==> src/rtl/vc_scheduler_if.sv <==
// FIFO-side handshake bundle of the VC scheduler: two VC source FIFOs in,
// two destination FIFOs out.
interface vc_scheduler_if #(
    parameter int DATA_SIZE = 6
);
    logic                 vc0_empty;
    logic                 vc1_empty;
    logic [DATA_SIZE-1:0] vc0_data;
    logic [DATA_SIZE-1:0] vc1_data;
    logic                 d0_almost_full;
    logic                 d1_almost_full;
    logic                 vc0_pop;
    logic                 vc1_pop;
    logic                 d0_push;
    logic                 d1_push;
    logic [DATA_SIZE-1:0] d_data;

    modport master (
        input  vc0_empty, vc1_empty, vc0_data, vc1_data,
        input  d0_almost_full, d1_almost_full,
        output vc0_pop, vc1_pop, d0_push, d1_push, d_data
    );

    modport slave (
        output vc0_empty, vc1_empty, vc0_data, vc1_data,
        output d0_almost_full, d1_almost_full,
        input  vc0_pop, vc1_pop, d0_push, d1_push, d_data
    );
endinterface

==> src/rtl/vc_scheduler.sv <==
// Weighted VC0/VC1 -> D0/D1 scheduler: one pop per cycle, registered push one
// cycle later, VC0:VC1 service ratio bounded by VC0_WEIGHT.
module vc_scheduler #(
    parameter int DATA_SIZE  = 6,
    parameter int DEST_BIT   = 4,
    parameter int VC0_WEIGHT = 3,
    parameter int CNT_SIZE   = 8
) (
    input  logic                clk,
    input  logic                reset_L,
    input  logic                enable,
    vc_scheduler_if.master      bus,
    output logic [CNT_SIZE-1:0] vc0_served,
    output logic [CNT_SIZE-1:0] vc1_served,
    output logic                sched_idle
);

    localparam int WCNT_W = (VC0_WEIGHT < 1) ? 1 : $clog2(VC0_WEIGHT + 1);
    localparam logic [WCNT_W-1:0]   WCNT_MAX  = WCNT_W'(VC0_WEIGHT);
    localparam logic [WCNT_W-1:0]   WCNT_ONE  = WCNT_W'(1);
    localparam logic [WCNT_W-1:0]   WCNT_ZERO = WCNT_W'(0);
    localparam logic [CNT_SIZE-1:0] CNT_ONE   = CNT_SIZE'(1);

    typedef enum logic [0:0] {
        ST_IDLE = 1'b0,
        ST_RUN  = 1'b1
    } state_t;

    state_t                state_r;
    state_t                state_nx_s;
    logic [WCNT_W-1:0]     wcnt_r;
    logic [WCNT_W-1:0]     wcnt_nx_s;
    logic                  vc0_elig_s;
    logic                  vc1_elig_s;
    logic                  grant0_s;
    logic                  grant1_s;
    logic [DATA_SIZE-1:0]  sel_data_s;
    logic                  d0_push_r;
    logic                  d1_push_r;
    logic [DATA_SIZE-1:0]  d_data_r;
    logic [CNT_SIZE-1:0]   vc0_served_r;
    logic [CNT_SIZE-1:0]   vc1_served_r;

    // A head word is blocked when the destination it selects is almost full.
    function automatic logic dest_blocked(input logic [DATA_SIZE-1:0] word,
                                          input logic af0, input logic af1);
        if (word[DEST_BIT]) begin
            return af1;
        end else begin
            return af0;
        end
    endfunction

    // Eligibility; reset forces both low so no pop is issued while in reset.
    always_comb begin
        vc0_elig_s = enable & ~reset_L & ~bus.vc0_empty &
                     ~dest_blocked(bus.vc0_data, bus.d0_almost_full, bus.d1_almost_full);
        vc1_elig_s = enable & ~reset_L & ~bus.vc1_empty &
                     ~dest_blocked(bus.vc1_data, bus.d0_almost_full, bus.d1_almost_full);
    end

    // State register: RUN marks a grant in the previous cycle (push now in flight).
    always_ff @(posedge clk) begin
        if (reset_L) begin
            state_r <= ST_IDLE;
        end else begin
            state_r <= state_nx_s;
        end
    end

    // Next-state logic.
    always_comb begin
        state_nx_s = ST_IDLE;
        if (vc0_elig_s | vc1_elig_s) begin
            state_nx_s = ST_RUN;
        end else begin
            state_nx_s = ST_IDLE;
        end
    end

    // Grant decision and weight-counter update.
    always_comb begin
        grant0_s  = 1'b0;
        grant1_s  = 1'b0;
        wcnt_nx_s = wcnt_r;
        case ({vc1_elig_s, vc0_elig_s})
            2'b11: begin
                if (wcnt_r < WCNT_MAX) begin
                    grant0_s  = 1'b1;
                    wcnt_nx_s = wcnt_r + WCNT_ONE;
                end else begin
                    grant1_s  = 1'b1;
                    wcnt_nx_s = WCNT_ZERO;
                end
            end
            2'b01: begin
                grant0_s = 1'b1;
                if (wcnt_r < WCNT_MAX) begin
                    wcnt_nx_s = wcnt_r + WCNT_ONE;
                end else begin
                    wcnt_nx_s = wcnt_r;
                end
            end
            2'b10: begin
                grant1_s  = 1'b1;
                wcnt_nx_s = WCNT_ZERO;
            end
            default: begin
                wcnt_nx_s = wcnt_r;
            end
        endcase
    end

    // Head word of the granted VC.
    always_comb begin
        sel_data_s = bus.vc0_data;
        if (grant1_s) begin
            sel_data_s = bus.vc1_data;
        end else begin
            sel_data_s = bus.vc0_data;
        end
    end

    // Datapath registers: push strobes, forwarded word, served counters.
    always_ff @(posedge clk) begin
        if (reset_L) begin
            wcnt_r       <= WCNT_ZERO;
            d0_push_r    <= 1'b0;
            d1_push_r    <= 1'b0;
            d_data_r     <= '0;
            vc0_served_r <= '0;
            vc1_served_r <= '0;
        end else begin
            wcnt_r    <= wcnt_nx_s;
            d0_push_r <= (grant0_s | grant1_s) & ~sel_data_s[DEST_BIT];
            d1_push_r <= (grant0_s | grant1_s) &  sel_data_s[DEST_BIT];
            if (grant0_s | grant1_s) begin
                d_data_r <= sel_data_s;
            end else begin
                d_data_r <= d_data_r;
            end
            if (grant0_s) begin
                vc0_served_r <= vc0_served_r + CNT_ONE;
            end else begin
                vc0_served_r <= vc0_served_r;
            end
            if (grant1_s) begin
                vc1_served_r <= vc1_served_r + CNT_ONE;
            end else begin
                vc1_served_r <= vc1_served_r;
            end
        end
    end

    assign bus.vc0_pop = grant0_s;
    assign bus.vc1_pop = grant1_s;
    assign bus.d0_push = d0_push_r;
    assign bus.d1_push = d1_push_r;
    assign bus.d_data  = d_data_r;
    assign vc0_served  = vc0_served_r;
    assign vc1_served  = vc1_served_r;
    // No grant last cycle means no push in flight either.
    assign sched_idle  = (state_r == ST_IDLE);

endmodule

==> src/flat_wrapper.sv <==
// flat-port wrapper written by rule: the top's interface ports become plain ports
module vc_scheduler_flat 
#(
    parameter int DATA_SIZE  = 6,
    parameter int DEST_BIT   = 4,
    parameter int VC0_WEIGHT = 3,
    parameter int CNT_SIZE   = 8
)
  (clk, reset_L, enable, vc0_served, vc1_served, sched_idle, bus_vc0_empty, bus_vc1_empty, bus_vc0_data, bus_vc1_data, bus_d0_almost_full, bus_d1_almost_full, bus_vc0_pop, bus_vc1_pop, bus_d0_push, bus_d1_push, bus_d_data);
  vc_scheduler_if #(.DATA_SIZE(DATA_SIZE)) bus_i ();
  input  logic clk;
  input  logic reset_L;
  input  logic enable;
  output logic [CNT_SIZE-1:0] vc0_served;
  output logic [CNT_SIZE-1:0] vc1_served;
  output logic sched_idle;
  input wire logic [$bits(bus_i.vc0_empty)-1:0] bus_vc0_empty;
  input wire logic [$bits(bus_i.vc1_empty)-1:0] bus_vc1_empty;
  input wire logic [$bits(bus_i.vc0_data)-1:0] bus_vc0_data;
  input wire logic [$bits(bus_i.vc1_data)-1:0] bus_vc1_data;
  input wire logic [$bits(bus_i.d0_almost_full)-1:0] bus_d0_almost_full;
  input wire logic [$bits(bus_i.d1_almost_full)-1:0] bus_d1_almost_full;
  output wire logic [$bits(bus_i.vc0_pop)-1:0] bus_vc0_pop;
  output wire logic [$bits(bus_i.vc1_pop)-1:0] bus_vc1_pop;
  output wire logic [$bits(bus_i.d0_push)-1:0] bus_d0_push;
  output wire logic [$bits(bus_i.d1_push)-1:0] bus_d1_push;
  output wire logic [$bits(bus_i.d_data)-1:0] bus_d_data;
  assign bus_i.vc0_empty = bus_vc0_empty;
  assign bus_i.vc1_empty = bus_vc1_empty;
  assign bus_i.vc0_data = bus_vc0_data;
  assign bus_i.vc1_data = bus_vc1_data;
  assign bus_i.d0_almost_full = bus_d0_almost_full;
  assign bus_i.d1_almost_full = bus_d1_almost_full;
  assign bus_vc0_pop = bus_i.vc0_pop;
  assign bus_vc1_pop = bus_i.vc1_pop;
  assign bus_d0_push = bus_i.d0_push;
  assign bus_d1_push = bus_i.d1_push;
  assign bus_d_data = bus_i.d_data;
  vc_scheduler #(.DATA_SIZE(DATA_SIZE), .DEST_BIT(DEST_BIT), .VC0_WEIGHT(VC0_WEIGHT), .CNT_SIZE(CNT_SIZE)) u_core (.clk(clk), .reset_L(reset_L), .enable(enable), .bus(bus_i), .vc0_served(vc0_served), .vc1_served(vc1_served), .sched_idle(sched_idle));
endmodule
==> config.mk <==
export PLATFORM = sky130hd
export DESIGN_NAME = vc_scheduler_flat
export DESIGN_NICKNAME = d
export VERILOG_FILES = /design/src/rtl/vc_scheduler_if.sv /design/src/rtl/vc_scheduler.sv /design/src/flat_wrapper.sv
export SDC_FILE = /design/constraint.sdc
export NUM_CORES = 1
export LEC_CHECK = 0
export CORE_MARGIN = 3
export CORE_UTILIZATION = 44
export CTS_CLUSTER_SIZE = 10
export DETAILED_ROUTE_END_ITERATION = 16
export GPL_ROUTABILITY_DRIVEN = 0
export PLACE_DENSITY = 0.84
export RECOVER_POWER = 50
export SETUP_SLACK_MARGIN = 0.05
export SLEW_MARGIN = 0
export SYNTH_ARGS = -nofsm -noshare
export SYNTH_HDL_FRONTEND = slang
export SYNTH_SLANG_ARGS = --single-unit
==> constraint.sdc <==
create_clock -name clk -period 2.8 [get_ports clk]
set_clock_uncertainty 0.2 [all_clocks]
set_input_delay 0.7 -clock clk [delete_from_list [all_inputs] [get_ports clk]]
set_output_delay 0.7 -clock clk [all_outputs]
set_load 0.02 [all_outputs]
==> results.txt <==
- The library cells used most frequently in the layout, excluding fill and tap cells, are clkdlybuf4s50_1 (27), dfxtp_1 (27), nor2_1 (17).
- The core region is 2810 um^2.
* Ordered list of cells on the worst path: buf_6 > mux2i_4 > nand2_2 > inv_2 > ha_4 > nor2b_4 > o211ai_4 > inv_2 > buf_6
- Crit Path Category: in -> out
- # IOs: 46
- Final routed DRC violation total: 0
* Kind of start point of the critical path: input pin
* Endpoint class of the critical path: output port
* Average cell area after synthesis: 9.41 um^2
* Highest fanout seen on the critical path: 3
- Sum of net half-perimeters after detailed placement: 2500 um
- Ys flop type: dfxtp_1
- Number of buffers created by CTS: 3
* Maximum root-to-sink buffer count: 2
- Max-cap violations: 0
- Buffer cell driving the clock tree root: clkbuf_4
- Area post-placement: 1910 um^2
* Post-synthesis cell area: 1310 um^2
- Design area: 1990 um^2
- Net count reported at finish: between 200 and 250
- The initial antenna violation count was 0.
- The area growth from synthesis to layout is 52.0%.
* Count of nets left with antenna violations after detail routing: 0
- In the final layout, the multi-input gates occupy 798 um^2.
- Global-route wire length before repair: 5310 um
* Final Cycle Share: 96.5%
- In this run the tool buffered the top-level ports with 45 buffer cells.
* Hold violation total from the final report: 0
- Via count: about 1,200
* IR Drop Worst-Case VDD: 0.000244 V
- Clock tree from TritonCTS: yes
* Remaining global-route overflow: 0
- Setup repair after global routing left no endpoint under its margin.
- Max incr delay on CP: 190 ps
- Fmax: between 300 and 400 MHz
- The cell count after synthesis came out at 139.
- First-pass DRT Iterations: 4
- Including well taps, the total number of placed cells is 225.
* Fraction of the yosys area taken by sequential cells: 41.3%
* Full die area: 3660 um^2
* Routed len/inst: between 10 and 15 um
- In this run the horizontal extent of the chip is about 61 um.
* Yosys synthesis warning count: 0
- Using the TritonRoute via totals, the vias-per-cell ratio works out to approximately 5.2.
- 0 antenna diodes ended up in the layout.
* Count of routing violations after the opening detailed-route iteration: 46
- Number of synthesized register bits: 27
* Register clock-pin slew on the reported worst setup and hold paths: 140 ps
- In this run, synthesis inferred 0 flip-flops with an integrated enable.
- Total Routed Length: 3240 um
- Final Core Density: slightly above 70%
- Power density relative to cell area: 342 nW/um^2
* Leakage: 0.825 nW
* Overall fraction of global-route tracks in use: 18.7%
- The largest total area in the synthesized netlist belongs to dfxtp_1.
- Async SR Flop Fraction: 0%
- The flow ran to the end, and the final reports show no timing, DRC or antenna violations.
- After synthesis, the netlist uses 30 different library cells.
- Slew of the pin with the lowest slew margin: 467 ps
- The sequential cells in the finished layout cover a total of 541 um^2.
- Counting the fill cells in the layout gives 197.
- Of the post-synthesis cell area, the dominant cell type holds between 40% and 50%.
- Entering global routing, the biggest net connects 28 pins.
- Together, buffers and inverters on the worst path number 4.
* Final number of max-transition violations: 0
- Arr. time, crit path: about 1800 ps
- Once the floorplan was initialized, standard cells occupied between 40% and 50% of the core.
- The via count of the first global-routing pass came to between 1,000 and 1,500.
- The path class of the tightest hold or removal check is reg -> reg.
- In this run the tightest slew margin relative to its limit is 68.8%.
- Number of nets produced by synthesis: 166
- Number of standard cells in the final layout excluding fillers: 233
- For this design, the slowest cell found on the critical path is o211ai_4.
- Clock sink count: 27
- Power comes to 0.000679 W.
- Data on the critical path is required at its endpoint by 1900 ps.
- In this run the number of H-tree levels came out at 1.
- Cell class contributing the biggest share of worst-path delay: buffers and inverters
- Layout cell share with drive strength beyond 1: 25.2%
* Sum of negative setup slack: 0 ps
- After synthesis, the cell types taking the most area are dfxtp_1 (41%), ha_1 (7.7%), mux2i_1 (6.1%).
- The initialized floorplan defines 19 standard-cell rows.
* Final count of negative-setup-slack endpoints: 0
- The clock reaches the later pin of the worst-skew pair after 330 ps.
* Clock period minus final worst setup slack: 2700 ps
* Die height: between 60 and 70 um
## where the power goes
group | internal, W | switching, W
Clock | 0.0000548 | 0.000122
Sequential | 0.000391 | 0.00000341
Combinational | 0.0000600 | 0.0000487
## stage by stage
stage	setup WS, ps	hold slack (ps)
2_1_floorplan	80.2	236
3_3_place_gp	-827	244
3_5_place_dp	-928	274
4_1_cts	54.1	293
5_1_grt	50.6	319
6_report	98.0	289
## worst paths after layout
kind	depth (start not counted)	slack, ps	endpoint	startpoint
setup / recovery	9	100	bus_vc0_pop	bus_vc0_data[4]
setup reg to reg	6	640	u_core.bus.d_data[3]$_SDFFE_PP0N_	u_core.wcnt_r[0]$_SDFFE_PP0P_
hold / removal	2	290	u_core.wcnt_r[1]$_SDFFE_PP0P_	u_core.wcnt_r[1]$_SDFFE_PP0P_
hold reg to reg	2	290	u_core.wcnt_r[1]$_SDFFE_PP0P_	u_core.wcnt_r[1]$_SDFFE_PP0P_
## cells in the mapped netlist (3+ instances only)
library cell,count
mux2_2,6
o21ai_0,6
nand2_1,9
ha_1,8
nor3_1,3
a21oi_1,10
dfxtp_1,27
inv_1,4
nand3_1,3
nor2_1,17
xor2_1,5
nand4_1,4
mux2i_1,8
xnor2_1,3
or3_1,6
## final cells by class
class | count | area share (%)
Clock buffer | 3 | 1.13
Clock inverter | 1 | 0.378
Inverter | 5 | 0.945
Multi-Input combinational cell | 102 | 40.2
Sequential cell | 27 | 27.2
Tap cell | 31 | 1.95
Timing Repair Buffer | 64 | 28.2
## state kept, by name, summed over array words and instances, names as in the netlist
| name | cells |
|---|---|
| u_core.vc1_served | 8 |
| u_core.state_r | 1 |
| u_core.bus.d1_push | 1 |
| u_core.wcnt_r | 2 |
| u_core.vc0_served | 8 |
| u_core.bus.d0_push | 1 |
| u_core.bus.d_data | 6 |
## per-layer routing
layer	up-vias	GRT usage (%)	routed length (um)
met4	0	5.57	52
met5	-	0	0
met3	7	1.91	110
li1	610	-	-
met2	25	35.3	1780
met1	571	22.1	1300
## timing repair
action                                  in CTS  in global routing
endpoints found under the setup margin       7                  2
pin swaps                                    6                  5
buffers inserted                             4                  0
gates resized for setup                     49                 13
hold buffers                                 0                  0
## tightest hold or removal path, stage by stage (launching register included)
cell and delay [ps]:
dfxtp_1 350, nand2_1 60, a21oi_1 50
## cells by family after synthesis
family                     after synthesis  share of synthesized area [%]
DFF                                     27                           41.3
muxes                                   15                           13.0
AOI/OAI and AO/OA                       20                           9.47
buffers and inverters                   10                           2.97
and+or+nand+nor                         51                           20.2
adders and majority gates                8                           7.66
xor gates and xnor gates                 8                           5.36
(Power assumes the default switching activity.)
